`src/rtl/pressure_pkg.sv`:
```
// rtl/pressure_pkg.sv - state encoding shared by the pressure controller files
package pressure_pkg;

  localparam int STATE_W = 2;

  typedef enum logic [STATE_W-1:0] {
    ST_IDLE      = 2'd0,
    ST_RAMP_UP   = 2'd1,
    ST_RAMP_DOWN = 2'd2,
    ST_SETTLE    = 2'd3
  } state_e;

endpackage

```
`src/rtl/pressure_ramp.sv`:
```
// rtl/pressure_ramp.sv - saturating one-step pressure datapath
module pressure_ramp #(
  parameter int WIDTH     = 8,
  parameter int P_MIN     = 0,
  parameter int P_MAX     = 200,
  parameter int STEP_UP   = 5,
  parameter int STEP_DOWN = 10
) (
  input  logic [WIDTH-1:0] pressure_i,
  input  logic             up_i,
  input  logic             down_i,
  output logic [WIDTH-1:0] pressure_o,
  output logic             hit_max_o,
  output logic             hit_min_o
);

  localparam logic [WIDTH:0] MAX_X  = (WIDTH+1)'(P_MAX);
  localparam logic [WIDTH:0] MIN_X  = (WIDTH+1)'(P_MIN);
  localparam logic [WIDTH:0] UP_X   = (WIDTH+1)'(STEP_UP);
  localparam logic [WIDTH:0] DOWN_X = (WIDTH+1)'(STEP_DOWN);

  logic [WIDTH:0] cur_x;
  logic [WIDTH:0] sum_x;

  // One extra bit keeps the upward sum from wrapping before the clamp.
  assign cur_x     = {1'b0, pressure_i};
  assign sum_x     = cur_x + UP_X;
  assign hit_max_o = (sum_x >= MAX_X);
  assign hit_min_o = (cur_x <= MIN_X + DOWN_X);

  always_comb begin
    pressure_o = pressure_i;
    if (up_i) begin
      pressure_o = hit_max_o ? MAX_X[WIDTH-1:0] : sum_x[WIDTH-1:0];
    end else if (down_i) begin
      pressure_o = hit_min_o ? MIN_X[WIDTH-1:0] : pressure_i - DOWN_X[WIDTH-1:0];
    end
  end

endmodule

```
`src/rtl/pressure_controller.sv`:
```
// rtl/pressure_controller.sv - airlock pressure ramp FSM with settle, abort and re-arm
module pressure_controller
  import pressure_pkg::*;
#(
  parameter int WIDTH         = 8,
  parameter int P_MIN         = 0,
  parameter int P_MAX         = 200,
  parameter int STEP_UP       = 5,
  parameter int STEP_DOWN     = 10,
  parameter int SETTLE_CYCLES = 3
) (
  input  logic             clock_i,
  input  logic             reset_i,
  input  logic             start_pressurization_i,
  input  logic             start_depressurization_i,
  input  logic             abort_i,
  output logic [WIDTH-1:0] pressure_o,
  output logic             busy_o,
  output logic             done_o,
  output logic             aborted_o,
  output logic             cmd_error_o,
  output logic             at_high_o,
  output logic             at_low_o
);

  localparam int              CNT_W    = $clog2(SETTLE_CYCLES + 1);
  localparam logic [CNT_W-1:0] CNT_LAST = CNT_W'(SETTLE_CYCLES - 1);
  localparam logic [WIDTH-1:0] P_MAX_V  = WIDTH'(P_MAX);
  localparam logic [WIDTH-1:0] P_MIN_V  = WIDTH'(P_MIN);

  if (P_MIN >= P_MAX || P_MAX >= (2 ** WIDTH) || STEP_UP < 1 || STEP_UP > P_MAX - P_MIN ||
      STEP_DOWN < 1 || STEP_DOWN > P_MAX - P_MIN || SETTLE_CYCLES < 1) begin : g_bad_params
    $error("pressure_controller: illegal parameter combination");
  end

  state_e           state_q, state_d;
  logic [WIDTH-1:0] pressure_q, pressure_d, ramp_next;
  logic [CNT_W-1:0] cnt_q, cnt_d;
  logic             armed_q, armed_d;
  logic             done_q, done_d, aborted_q, aborted_d, cmd_error_q, cmd_error_d;
  logic             hit_max, hit_min, target_hit;

  pressure_ramp #(
    .WIDTH(WIDTH), .P_MIN(P_MIN), .P_MAX(P_MAX), .STEP_UP(STEP_UP), .STEP_DOWN(STEP_DOWN)
  ) u_ramp (
    .pressure_i(pressure_q),
    .up_i      (state_q == ST_RAMP_UP),
    .down_i    (state_q == ST_RAMP_DOWN),
    .pressure_o(ramp_next),
    .hit_max_o (hit_max),
    .hit_min_o (hit_min)
  );

  assign target_hit = (state_q == ST_RAMP_UP) ? hit_max : hit_min;

  always_comb begin
    state_d     = state_q;
    pressure_d  = pressure_q;
    cnt_d       = cnt_q;
    armed_d     = armed_q;
    done_d      = 1'b0;
    aborted_d   = 1'b0;
    cmd_error_d = 1'b0;
    case (state_q)
      ST_IDLE: begin
        if (start_pressurization_i && start_depressurization_i) begin
          cmd_error_d = 1'b1;
        end else if (start_pressurization_i || start_depressurization_i) begin
          // Only a fresh request is accepted; a start held since the last one is ignored.
          if (armed_q) begin
            armed_d = 1'b0;
            cnt_d   = '0;
            if (start_pressurization_i) begin
              state_d = (pressure_q == P_MAX_V) ? ST_SETTLE : ST_RAMP_UP;
            end else begin
              state_d = (pressure_q == P_MIN_V) ? ST_SETTLE : ST_RAMP_DOWN;
            end
          end
        end else begin
          armed_d = 1'b1;
        end
      end
      ST_RAMP_UP, ST_RAMP_DOWN: begin
        if (abort_i) begin
          state_d   = ST_IDLE;
          aborted_d = 1'b1;
        end else begin
          pressure_d = ramp_next;
          if (target_hit) begin
            state_d = ST_SETTLE;
            cnt_d   = '0;
          end
        end
      end
      ST_SETTLE: begin
        if (abort_i) begin
          state_d   = ST_IDLE;
          aborted_d = 1'b1;
          cnt_d     = '0;
        end else if (cnt_q == CNT_LAST) begin
          state_d = ST_IDLE;
          done_d  = 1'b1;
          cnt_d   = '0;
        end else begin
          cnt_d = cnt_q + 1'b1;
        end
      end
      default: state_d = ST_IDLE;
    endcase
  end

  always_ff @(posedge clock_i or posedge reset_i) begin
    if (reset_i) begin
      state_q     <= ST_IDLE;
      pressure_q  <= P_MAX_V;
      cnt_q       <= '0;
      armed_q     <= 1'b1;
      done_q      <= 1'b0;
      aborted_q   <= 1'b0;
      cmd_error_q <= 1'b0;
    end else begin
      state_q     <= state_d;
      pressure_q  <= pressure_d;
      cnt_q       <= cnt_d;
      armed_q     <= armed_d;
      done_q      <= done_d;
      aborted_q   <= aborted_d;
      cmd_error_q <= cmd_error_d;
    end
  end

  assign pressure_o  = pressure_q;
  assign busy_o      = (state_q != ST_IDLE);
  assign done_o      = done_q;
  assign aborted_o   = aborted_q;
  assign cmd_error_o = cmd_error_q;
  assign at_high_o   = (pressure_q == P_MAX_V);
  assign at_low_o    = (pressure_q == P_MIN_V);

endmodule

```
`config.mk`:
```
export PLATFORM = sky130hd
export DESIGN_NAME = pressure_controller
export DESIGN_NICKNAME = d
export VERILOG_FILES = /design/src/rtl/pressure_pkg.sv /design/src/rtl/pressure_ramp.sv /design/src/rtl/pressure_controller.sv
export SDC_FILE = /design/constraint.sdc
export NUM_CORES = 1
export LEC_CHECK = 0
export CELL_PAD_IN_SITES_DETAIL_PLACEMENT = 1
export CELL_PAD_IN_SITES_GLOBAL_PLACEMENT = 2
export CORE_MARGIN = 5
export CORE_UTILIZATION = 35
export CTS_CLUSTER_SIZE = 40
export DETAILED_ROUTE_END_ITERATION = 10
export GPL_ROUTABILITY_DRIVEN = 0
export PLACE_DENSITY = 0.9
export REMOVE_ABC_BUFFERS = 1
export SLEW_MARGIN = 25
export SYNTH_ARGS = -nofsm -noshare
export SYNTH_HDL_FRONTEND = slang
export SYNTH_SLANG_ARGS = --single-unit
```
`constraint.sdc`:
```
create_clock -name clock_i -period 6.13 [get_ports clock_i]
set_clock_uncertainty 0.2 [all_clocks]
set_input_delay 1.226 -clock clock_i [delete_from_list [all_inputs] [get_ports clock_i]]
set_output_delay 1.226 -clock clock_i [all_outputs]
set_load 0.02 [all_outputs]
```
==> key figures <==
Timing
  • Pins over their slew limit: 0
  • Fmax: 0.280 GHz
  • Setup ws final: 2.56 ns
  • RSZ-0062 raised after global routing: no
  • Setup TNS: 0 ns
  • Worst-Margin Slew: 0.818 ns
  • Min Tclk post-route: 3.57 ns
  • Final period utilization: 0.582
  • Slew headroom: 0.454
  • Final Hold Fails: 0
  • Final hold slack: 0.286 ns
  • # setup viols final: 0

Detailed routing
  • Vias/cell: 5.60
  • Routed len/inst: 16.5 um
  • Via count: 1203
  • Metal2 WL: 1820 um
  • Post-Route WL: 3550 um
  • Drt first pass iters: 5
  • Metal3 WL: 110 um
  • Met1 Routed Length: 1560 um
  • Top layer reached by signal wires: met4
  • Initial DRC Count: 35
  • Remaining antenna violation count after routing: 0
  • Residual DRC: 0

Power and ir drop
  • Reg power frac: 0.257
  • Tot Pwr: 0.865 mW
  • Switching power: 0.436 mW
  • PwrDens: 564 mW/mm^2
  • Gate power share: 0.655
  • Worst vdd ir: 210 uV
  • Clk network pwr share: 0.088
  • P_int: 0.429 mW
  • Switch share: 0.504
  • Lkg Pwr: 0.645 nW

Global route
  • Largest net degree at the start of global routing: 17
  • Initial antenna violation count: 0
  • First-pass GRT wire length: 5860 um
  • Overall Global Routing Usage: 0.143
  • Gr ovfl total: 0
  • Vias in the first global route: 1198

Clocking
  • Root Buffer: clkbuf_8
  • CTS buffer count: 3
  • Clock slew at reported path FFs: 0.06 ns
  • CTS max path bufs: 2
  • CTS hold repair buffers: 0
  • CTS Sinks: 16
  • Clock latency at the later pin of the worst-skew pair: 0.24 ns
  • Post-CTS Setup Inserts: 0
  • Post-CTS sizing: 0
  • H-Tree Depth: 1
  • TritonCTS clock tree: done

Placement
  • Placed Cells incl. Taps: 212
  • Post-DP HPWL: 2800 um
  • Placed inst area: 0.00149 sq mm
  • Buffers on Ports: 18
  • Place WS: 2.79 ns

Layout
  • Fillcell total: 455
  • Final Non-Filler Cells: 215
  • Utilization after layout: 0.422
  • Number of nets in the layout: 182
  • Share of cells above drive strength 1: 0.102
  • Area Overhead vs Synth: 17.9%
  • Diode count: 0
  • Final non-filler cell area: 0.00153 sq mm

Die
  • Die H: 71.0 um
  • Die X: 71.0 um
  • Die area: 0.00504 sq mm
  • Core Footprint: 0.00363 sq mm
  • Rows: 22
  • I/O Pins: 19
  • Starting Density: 0.358

Logic synthesis
  • Synth unique cells: 47
  • Post-synthesis cell count: 152
  • Post-synth ARST share: 1.00
  • Ys Warns: 0
  • Area leader, netlist: dfrtp_1
  • Post-synth EDFFs: 0
  • Synthesized area: 0.00130 sq mm
  • Sequential share of the synthesized area: 0.312
  • Main synth FF type: dfrtp_1
  • Yosys top cell area share: 0.231
  • Syn Area/Cell: 8.56 sq um
  • Synth Register Bits: 16
  • Top cells by area, synth: dfrtp_1, dfstp_2, ha_1

Setup path
  • Worst path max stage delay: 0.67 ns
  • Crit. path cell count: 4
  • Arrival @ worst endpoint: 2.14 ns
  • CP max FO: 8
  • Flop-to-flop setup slack: 3.20 ns
  • Worst path cell trace: nor3_1 > nand2b_1 > nor3_1 > clkdlybuf4s50_1
  • Critical path startpoint category: flop
  • Delay-heaviest family, CP: simple AND/OR/NAND/NOR gates
  • CP most frequent cell: nor3_1
  • WP data required: 4.70 ns
  • Worst path bufs/invs: 1
  • Slowest CP cell: clkdlybuf4s50_1
  • Crit path capture type: output pin
  • Reg2reg path depth: 8
  • Crit Path Category: reg -> out

Min path
  • HP Class: reg -> reg
  • WHS Path Cells: 2

Job
  • Maxcap violations: 0

Status
  • Status: finished clean
synthesized netlist by cell type (2+ instances only):
cell / count
o21ai_0: 14
nand2_1: 13
dfrtp_1: 12
nor2_1: 12
a21oi_1: 10
ha_1: 8
inv_1: 8
nor3_1: 6
nor2b_1: 5
a21o_1: 4
dfstp_2: 4
nand2b_1: 4
buf_6: 3
mux2i_1: 3
nand3_1: 3
o22ai_1: 3
a22o_1: 2
a31oi_1: 2
and3_1: 2
clkbuf_1: 2
mux2_1: 2
nand3b_1: 2
nand4_1: 2
nor4_1: 2
o21ai_1: 2
power by group through the flow:
stage	Sequential, mW	Combinational [mW]	Clock, mW
after detailed placement	0.225	0.567	0
after floorplan	0.239	0.368	0
after global placement	0.220	0.549	0
final	0.222	0.566	0.0760
after CTS	0.223	0.570	0.0797
after global routing	0.233	0.627	0.0851
final timing paths:
path / endpoint / from
max: at_low_o / pressure_o[5]$_DFFE_PP0P_
min: armed_q$_DFFE_PP1P_ / armed_q$_DFFE_PP1P_
max reg2reg: cnt_q[1]$_DFFE_PP0P_ / pressure_o[2]$_DFFE_PP0P_
min reg2reg: armed_q$_DFFE_PP1P_ / armed_q$_DFFE_PP1P_
max in group asynchronous: pressure_o[2]$_DFFE_PP0P_ / reset_i
min in group asynchronous: done_o$_DFF_PP0_ / reset_i
tightest hold or removal path, delay by kind of cell (launching register included):
kind | cells | cell delay (ns)
DFF | 1 | 0.37
AOI/OAI and AO/OA | 1 | 0.07
and+or+nand+nor | 1 | 0.04
cells by family (layout without fill, tap and decap cells):
logic type / count (synthesis) / count (layout) / share of synthesized area
AOI/OAI and AO/OA: 48 / 48 / 0.250
adders and majority gates: 8 / 8 / 0.0769
buffers and inverters: 14 / 29 / 0.0606
DFF: 16 / 16 / 0.312
and+or+nand+nor: 59 / 59 / 0.247
xor gates and xnor gates: 2 / 2 / 0.0135
muxes: 5 / 5 / 0.0404
area by class of cell:
class                           instances  area, sq um  area share
Multi-Input combinational cell        122          817       0.533
Inverter                                8         30.0      0.0196
Timing Repair Buffer                   18          180       0.117
Sequential cell                        16          405       0.264
Clock buffer                            3         41.3      0.0269
Tap cell                               48         60.1      0.0392
metal layers:
metal / track usage / up-vias
li1: - / 580
met1: 0.187 / 596
met2: 0.235 / 23
met3: 0.0256 / 4
met4: 0.0543 / 0
met5: 0 / -
cells in the final DEF, fill, tap and decap left out, types with 2 or more instances in the layout:
cell type | netlist | final
a21o_1 | 4 | 4
nand2b_1 | 4 | 4
nand3b_1 | 2 | 2
a31oi_1 | 2 | 2
inv_1 | 8 | 8
o21ai_0 | 14 | 14
nand4_1 | 2 | 2
nor4_1 | 2 | 2
dfrtp_1 | 12 | 12
nor2_1 | 12 | 12
ha_1 | 8 | 8
clkdlybuf4s50_1 | 0 | 18
and3_1 | 2 | 2
nand2_1 | 13 | 13
nor2b_1 | 5 | 5
mux2i_1 | 3 | 3
dfstp_2 | 4 | 4
a22o_1 | 2 | 2
nand3_1 | 3 | 3
o22ai_1 | 3 | 3
o21ai_1 | 2 | 2
nor3_1 | 6 | 6
clkbuf_8 | 0 | 3
mux2_1 | 2 | 2
a21oi_1 | 10 | 10
state kept, by name, summed over array words and instances (netlist names):
| signal | flops |
|---|---|
| state_q | 2 |
| cmd_error_o | 1 |
| cnt_q | 2 |
| pressure_o | 8 |
| armed_q | 1 |
| aborted_o | 1 |
| done_o | 1 |
Note: power is estimated with default switching activity, not from simulation.
